## src/rtl/nonce_tx_framer_pkg.sv

```systemverilog
// Shared constants for the nonce TX framer and the host-side frame parser.
// Latency: n/a (constants, types and one pure function).
// Backpressure: n/a.
package nonce_tx_framer_pkg;

  // Frame layout: SYNC, nonce byte 0..3 (LSB first), XOR checksum.
  localparam logic [7:0] SYNC_BYTE   = 8'hAA;
  localparam int         FRAME_LEN   = 6;
  localparam int         ACK_TIMEOUT = 4;

  localparam int                  IDX_W    = $clog2(FRAME_LEN);
  localparam logic [IDX_W-1:0]    IDX_LAST = IDX_W'(FRAME_LEN - 1);
  localparam int                  ACK_W    = $clog2(ACK_TIMEOUT);
  localparam logic [ACK_W-1:0]    ACK_LAST = ACK_W'(ACK_TIMEOUT - 1);

  typedef enum logic [2:0] {
    IDLE = 3'd0,
    LOAD = 3'd1,
    SEND = 3'd2,
    ACK  = 3'd3,
    DONE = 3'd4
  } state_t;

  // Checksum byte appended after the nonce: XOR of its four bytes.
  function automatic logic [7:0] nonce_csum(input logic [31:0] n);
    return n[7:0] ^ n[15:8] ^ n[23:16] ^ n[31:24];
  endfunction

endpackage

```

## src/rtl/sync_fifo.sv

```systemverilog
// Single-clock FIFO with combinational head read (dout shows the oldest entry).
// Latency: a pushed word is visible on dout the cycle after the push edge.
// Backpressure: push is ignored when full unless a pop happens in the same cycle.
//
// Ports: clk, rst_n (async, active low); push/din write; pop advances the head;
//        dout = head entry; full/empty status decoded from the pointers.
module sync_fifo #(
  parameter int WIDTH = 32,
  parameter int DEPTH = 4
) (
  input  logic             clk,
  input  logic             rst_n,
  input  logic             push,
  input  logic             pop,
  input  logic [WIDTH-1:0] din,
  output logic [WIDTH-1:0] dout,
  output logic             full,
  output logic             empty
);

  localparam int AW = $clog2(DEPTH);

  logic [WIDTH-1:0] mem [DEPTH];
  // One extra pointer bit tells full from empty when the index bits match.
  logic [AW:0]      wr_ptr;
  logic [AW:0]      rd_ptr;
  logic             do_push;
  logic             do_pop;

  assign empty   = (wr_ptr == rd_ptr);
  assign full    = (wr_ptr[AW] != rd_ptr[AW]) && (wr_ptr[AW-1:0] == rd_ptr[AW-1:0]);
  assign do_pop  = pop && !empty;
  // A pop in the same cycle frees the slot, so a push on full is still taken.
  assign do_push = push && (!full || do_pop);
  assign dout    = mem[rd_ptr[AW-1:0]];

  always_ff @(posedge clk) begin
    if (do_push) begin
      mem[wr_ptr[AW-1:0]] <= din;
    end
  end

  always_ff @(posedge clk or negedge rst_n) begin
    if (!rst_n) begin
      wr_ptr <= '0;
      rd_ptr <= '0;
    end else begin
      if (do_push) wr_ptr <= wr_ptr + 1'b1;
      if (do_pop)  rd_ptr <= rd_ptr + 1'b1;
    end
  end

endmodule

```

## src/rtl/nonce_tx_framer.sv

```systemverilog
// Queues found nonces and sends each as a 6-byte frame (SYNC, LE nonce, XOR) to the UART.
// Latency: push into empty queue with UART idle -> tx_transmit 3 cycles after the push edge.
// Backpressure: nonce_ready=0 when the queue is full; pushes then are dropped and counted.
//
// Ports: clk, rst_n (async, active low); nonce_valid/nonce/nonce_ready from the miner;
//        tx_busy/tx_transmit/tx_byte to the UART; busy and ovf_count as status.
module nonce_tx_framer #(
  parameter logic [7:0] SYNC_BYTE  = 8'hAA,
  parameter int         FIFO_DEPTH = 4,
  parameter int         OVF_W      = 8
) (
  input  logic             clk,
  input  logic             rst_n,
  input  logic             nonce_valid,
  input  logic [31:0]      nonce,
  output logic             nonce_ready,
  input  logic             tx_busy,
  output logic             tx_transmit,
  output logic [7:0]       tx_byte,
  output logic             busy,
  output logic [OVF_W-1:0] ovf_count
);

  import nonce_tx_framer_pkg::*;

  state_t           state;
  logic [31:0]      shreg;
  logic [7:0]       csum;
  logic [IDX_W-1:0] byte_idx;
  logic [ACK_W-1:0] ack_cnt;
  logic [7:0]       next_byte;

  logic             fifo_push;
  logic             fifo_pop;
  logic             fifo_full;
  logic             fifo_empty;
  logic [31:0]      fifo_dout;
  logic             drop;

  // The head is only ever removed in LOAD, and LOAD is entered only when non-empty.
  assign fifo_pop  = (state == LOAD);
  assign fifo_push = nonce_valid && (!fifo_full || fifo_pop);
  assign drop      = nonce_valid && fifo_full && !fifo_pop;

  sync_fifo #(
    .WIDTH (32),
    .DEPTH (FIFO_DEPTH)
  ) u_fifo (
    .clk   (clk),
    .rst_n (rst_n),
    .push  (fifo_push),
    .pop   (fifo_pop),
    .din   (nonce),
    .dout  (fifo_dout),
    .full  (fifo_full),
    .empty (fifo_empty)
  );

  // Status is decoded from flops only; there is no input-to-output path.
  assign nonce_ready = !fifo_full;
  assign busy        = (state != IDLE) || !fifo_empty;

  // Byte mux: the shift register always presents the next nonce byte in [7:0].
  always_comb begin
    next_byte = shreg[7:0];
    if (byte_idx == '0)           next_byte = SYNC_BYTE;
    else if (byte_idx == IDX_LAST) next_byte = csum;
  end

  always_ff @(posedge clk or negedge rst_n) begin
    if (!rst_n) begin
      ovf_count <= '0;
    end else if (drop && (ovf_count != '1)) begin
      ovf_count <= ovf_count + 1'b1;
    end
  end

  always_ff @(posedge clk or negedge rst_n) begin
    if (!rst_n) begin
      state       <= IDLE;
      shreg       <= '0;
      csum        <= '0;
      byte_idx    <= '0;
      ack_cnt     <= '0;
      tx_transmit <= 1'b0;
      tx_byte     <= '0;
    end else begin
      tx_transmit <= 1'b0;
      unique case (state)
        IDLE: begin
          if (!fifo_empty) state <= LOAD;
        end
        LOAD: begin
          shreg    <= fifo_dout;
          csum     <= nonce_csum(fifo_dout);
          byte_idx <= '0;
          state    <= SEND;
        end
        SEND: begin
          // Waiting for idle also lets a byte left over from before a reset finish.
          if (!tx_busy) begin
            tx_transmit <= 1'b1;
            tx_byte     <= next_byte;
            ack_cnt     <= '0;
            state       <= ACK;
          end
        end
        ACK: begin
          // The UART raises busy one cycle after it samples the request.
          if (tx_busy) begin
            state <= DONE;
          end else if (ack_cnt == ACK_LAST) begin
            state <= SEND;  // request was missed: re-issue the same byte
          end else begin
            ack_cnt <= ack_cnt + 1'b1;
          end
        end
        DONE: begin
          if (!tx_busy) begin
            if (byte_idx == IDX_LAST) begin
              state <= IDLE;
            end else begin
              // Index 0 was SYNC, so the first nonce byte is already in place.
              if (byte_idx != '0) shreg <= {8'h00, shreg[31:8]};
              byte_idx <= byte_idx + 1'b1;
              state    <= SEND;
            end
          end
        end
        default: state <= IDLE;
      endcase
    end
  end

endmodule

```

## config.mk

```make
export PLATFORM = sky130hd
export DESIGN_NAME = nonce_tx_framer
export DESIGN_NICKNAME = d
export VERILOG_FILES = /design/src/rtl/nonce_tx_framer_pkg.sv /design/src/rtl/sync_fifo.sv /design/src/rtl/nonce_tx_framer.sv
export SDC_FILE = /design/constraint.sdc
export NUM_CORES = 1
export LEC_CHECK = 0
export CORE_UTILIZATION = 40
export DETAILED_ROUTE_END_ITERATION = 6
export SLEW_MARGIN = 20
export SYNTH_ARGS = -nofsm -noshare
export SYNTH_HDL_FRONTEND = slang
export SYNTH_SLANG_ARGS = --single-unit
```

## constraint.sdc

```tcl
create_clock -name clk -period 3.2 [get_ports clk]
set_input_delay 0.48 -clock clk [delete_from_list [all_inputs] [get_ports clk]]
set_output_delay 0.48 -clock clk [all_outputs]
set_load 0.01 [all_outputs]
```

# After elaboration in Yosys (flattened, before gate mapping)
# Memory sizes are Yosys's and may differ from the RTL's.
# Index checks and enable logic that the tools add are counted.
# Widths: inputs -> output; s select.
# op_classes
add_sub_neg	5
n_mux	24
eq_ne	18
n_bitwise	4
n_reduce_logical	24
# op_table
cell	count
$mux 32	3
$pmux 32 s2	1
$xor 8x8->8	3
$mux 3	7
$mux 8	2
$pmux 3 s5	1
$ne 2x2->1 const B	7
$reduce_and 4->1	3
$add 3x1->3 const B	3
$add 8x1->8 const B	1
$mux 2	4
$ne 8x8->1 const B	1
$logic_and 1x1->1	7
$eq 3x2->1 const B	2
$eq 3x3->1 const B	2
$logic_not 3->1	2
$pmux 3 s2	1
$reduce_bool 3->1	2
$mux 1	4
$pmux 2 s2	1
$reduce_bool 2->1	2
$eq 3x1->1 const B	1
$eq 3x3->1	1
$logic_not 1->1	3
other kinds (9)	11
# word_totals
n_memories	1
ff_bits	71
wordCells	86
ramBits	128
# mem_list
name	depth	word_bits	rd	rd_clocked_by_memory_dff	wr	line	text
u_fifo.mem	4	32	1	0	1	sync_fifo.sv:23	logic [WIDTH-1:0] mem [DEPTH];

# Logic depth before layout (Yosys ltp)
# depth
word_depth	8
depth_mapped	7
ltp_nobuf	6

# By module
# From an unflattened synthesis, not the netlist that was laid out.
# hier_totals
hier_cells	505
area_unflattened_um2	8308.0
# by_module_without_submodules
mod	instances	cells_each	area_per_inst_um2
sync_fifo	1	214	5068.6
nonce_tx_framer	1	291	3239.4

# Least setup slack after synthesis
# No wires, ideal clock.
# synth_timing
path_type	reg-to-reg
start	reg state[1]
end	mem u_fifo.mem[3][0] (enable)
arrival_ps	2052
synth_period_minus_slack_ps	2446
stages_incl_launch_ff	5
required_time_ps	2806
setup_slack_ps	754
cell_sequence	dfrtp_1 buf_2 nor3b_1 o41a_1 and2_1
# synth_between
elab_chain_len	6
elab_cells_between_ends	8
# synth_lines
item	line	text
start, declared	nonce_tx_framer.sv:26	state_t state;
start signal, assigned	nonce_tx_framer.sv:80	state <= IDLE;
start signal, assigned	nonce_tx_framer.sv:91	if (!fifo_empty) state <= LOAD;
start signal, assigned	nonce_tx_framer.sv:97	state <= SEND;
$eq 3x1->1 (*)	nonce_tx_framer.sv:41	assign fifo_pop = (state == LOAD);
$logic_or 1x1->1 / $logic_and 1x1->1 (equally long branches)	nonce_tx_framer.sv:42, sync_fifo.sv:32	
$logic_and 1x1->1 / $logic_or 1x1->1 (equally long branches)	nonce_tx_framer.sv:42, sync_fifo.sv:34	
$logic_and 1x1->1 (*)	sync_fifo.sv:34	assign do_push = push && (!full || do_pop);
$mux 1 (*)	sync_fifo.sv:38	if (do_push) begin
$mux 1 (implied by the code) (*)	sync_fifo.sv:39	mem[wr_ptr[AW-1:0]] <= din;
end, declared	sync_fifo.sv:23	
# Mark *: on every way between the ends. The rest lies on a longest branch, timed or not.

# Worst setup path after layout
# layout_timing
start	reg u_fifo.wr_ptr[1]
end	out busy
# layout_between
elab_chain_len	3
# layout_lines
item	line	text
start, declared	sync_fifo.sv:25	logic [AW:0] wr_ptr;
start signal, assigned	sync_fifo.sv:48	if (do_push) wr_ptr <= wr_ptr + 1'b1;
$eq 3x3->1	sync_fifo.sv:30	assign empty = (wr_ptr == rd_ptr);
$logic_not 1->1	nonce_tx_framer.sv:61	assign busy = (state != IDLE) || !fifo_empty;
$logic_or 1x1->1	nonce_tx_framer.sv:61	
end, declared	nonce_tx_framer.sv:20	output logic busy,
# No other way between the ends.

==> impl_metrics.tcl <==
set metrics [dict create \
    vias 4174 \
    synth-compound-area-share 0.0412 \
    synth-xor-area-share 0.0395 \
    cts_buffers 17 \
    critPathLaunchType "flip-flop" \
    max_freq_ghz 0.346 \
    async_flop_share 0.357 \
    switching_share 0.327 \
    start_util 0.413 \
    path_class "reg -> out" \
    slew_headroom 0.428 \
    globalRouteOverflowTotal 0 \
    power.internal_mw 6.44 \
    worstSetupEndpointType "output pin" \
    rsz0062_at_grt "no" \
    powerDensity_nw_per_um2 976 \
    p_sw_mw 3.12 \
    die-area_sq_um 21700 \
    status "finished clean" \
    rows 52 \
    syn_area_per_cell_sq_um 17.7 \
    cp.arrival_ns 2.41 \
    synth_flop_cell "edfxtp_1" \
    synth_edf_count 128 \
    max_cap_violations 0 \
    antenna_found_initial 0 \
    core_sq_um 20400 \
    synth_most_common_cell "edfxtp_1" \
    numPortBuffers 54 \
    slowest_stage "clkdlybuf4s50_1" \
    grt_pass1_vias 4364 \
    leakagePower_nw 3.57 \
    fin_crit_sh 0.903 \
    design_area_sq_um 9800 \
    die_w_um 147 \
    cpPeakStageDelay_ns 0.49 \
    synth_top_family_by_area "multiplexers" \
    skew_ns 0.0115 \
    syn_nets 523 \
    io_pins 55 \
    grt_use_total 0.151 \
    synth_top_cell_by_area "edfxtp_1" \
    wl_um 15000 \
    ys_ff_latch 199 \
    nNetsFinal 583 \
    yosysUniqueCellTypes 50 \
    yosysWarnings 0 \
    cts_resized 0 \
    clock_path_buffers 2 \
    routed_via_density 5.09 \
    synth_mux_area_frac 0.172 \
    die_y_um 147 \
    grt_first_pass_wirelength_um 24400 \
    drive_gt1_frac 0.235 \
    place_congestion 0.755 \
    synth_top_area_frac 0.456 \
    yosys.area_share.adder 0.0148 \
    hold_viol 0 \
    final.setup.tns_ns 0 \
    final_antenna_net_count 0 \
    finalSetupViolCount 0 \
    ys_seq_area_frac 0.666 \
    place_hpwl_um 9340 \
    ys_top_cells_by_count "edfxtp_1, dfrtp_1, xnor2_1, mux4_2" \
    drv_slew 0 \
    fin_crit_ns 2.89 \
    remaining_drc_errors 0 \
    dr.pass1.iters 4 \
    clock_power_share 0.215 \
    cts_sinks 199 \
    dpl_cell_area_sq_um 9220 \
    cts.clk_slew.worst_paths_ns 0.08 \
    seq_power_share 0.408 \
    syn_inst 477 \
    cts_tree "built" \
    syn_to_final_growth_pct 16.2 \
    combPwrFrac 0.377 \
    num_antenna_cells 0 \
    hold_class "in -> async" \
    synthSimpleGateAreaFrac 0.0417 \
    ys_top_cells_by_area "edfxtp_1, dfrtp_1, mux4_2" \
    crit_fanout 4 \
    cts_setup_buffers 0 \
    worstMarginPinSlew_ns 0.858 \
    cp_cell_sequence "xor2_1, or3_1, or4_1, clkdlybuf4s50_1" \
    cp.required_ns 2.72 \
    syn_area_sq_um 8430 \
    avgRoutedWirePerCell_um 18.3 \
    irDropWorstVdd_mv 0.389 \
    drt_iter0_drc 229 \
    cts_max_level 4 \
    cts_hold_buf 0 \
    root_buffer "clkbuf_16" \
    insertion_delay_ns 0.43 \
    grt_max_degree 38 \
]
power by group through the flow:
stage | combinational (mW) | sequential (mW) | clock, mW
final | 3.61 | 3.90 | 2.05
after global routing | 3.95 | 3.99 | 2.22
after CTS | 3.68 | 3.91 | 2.11
after detailed placement | 3.66 | 3.96 | 0
after global placement | 3.60 | 3.92 | 0
after floorplan | 2.86 | 3.86 | 0
registers in the layout (all words and copies together), names as in the netlist:
name and cells:
byte_idx 3, tx_transmit 1, tx_byte 8, csum 8
u_fifo.mem 128, shreg 32, state 3, ack_cnt 2
u_fifo.rd_ptr 3, ovf_count 8, u_fifo.wr_ptr 3
per-layer routing:
layer | track usage | wire (um) | up-vias
met5 | 0 | 0 | -
met4 | 0.0536 | 216 | 0
met3 | 0.0270 | 476 | 14
met2 | 0.234 | 7120 | 70
met1 | 0.213 | 7150 | 2137
li1 | - | - | 1953
critical path, delay by kind of cell (launching register included):
family | cells | cell delay, ns
DFF | 1 | 0.43
buffers and inverters | 1 | 0.49
and+or+nand+nor | 2 | 0.84
xor gates and xnor gates | 1 | 0.21
area by class of cell:
type | count | area, sq um
inverters | 6 | 22.5
clock buffers | 17 | 425
repair buffers | 63 | 628
clock inverters | 15 | 146
flip-flops and latches | 199 | 5620
fillers | 1753 | 10600
multi-input cells | 250 | 2610
well taps | 270 | 338
worst paths after layout:
check	from	to	slack, ns	cells after the start
setup / recovery	u_fifo.wr_ptr[1]	busy	0.31	4
hold / removal	rst_n	ovf_count[7]	0.15	1
setup reg to reg	u_fifo.rd_ptr[0]	csum[4]	0.86	5
hold reg to reg	tx_byte[1]	tx_byte[1]	0.48	2
max in group asynchronous	rst_n	shreg[19]	2.33	2
min in group clk	tx_byte[1]	tx_byte[1]	0.48	2
per-stage QoR:
step           hold slack (ns)  instances  utilization  setup slack (ns)  power [mW]
2_1_floorplan            0.184        477            -             0.754        6.72
3_3_place_gp             0.464        788        0.451             0.793        7.52
3_5_place_dp             0.469        788        0.451             0.736        7.62
4_1_cts                  0.169        820        0.479             0.282        9.69
5_1_grt                  0.202        820        0.479             0.210        10.2
6_report                 0.149        820        0.479             0.312        9.56
cells in the final DEF, fill, tap and decap left out, drive strengths merged, types with 5 or more instances in the layout:
master         count
o31ai              5
nor2               5
mux4              32
and2               7
clkbuf            17
o22ai              5
xnor2             33
nand3              6
o21ai             16
nand2             27
clkdlybuf4s50     53
inv               16
dfrtp             71
mux2              52
a22o              11
ha                10
xor2               5
buf               10
edfxtp           128
kinds of logic after synthesis:
logic type / Yosys count
AND/OR/NAND/NOR: 65
AO/OA/AOI/OAI: 49
adder cells (fa/ha/maj): 10
buffers and inverters: 28
XOR/XNOR: 38
flip-flops: 199
multiplexers: 88
No activity file was read; power rests on OpenSTA's default activity.
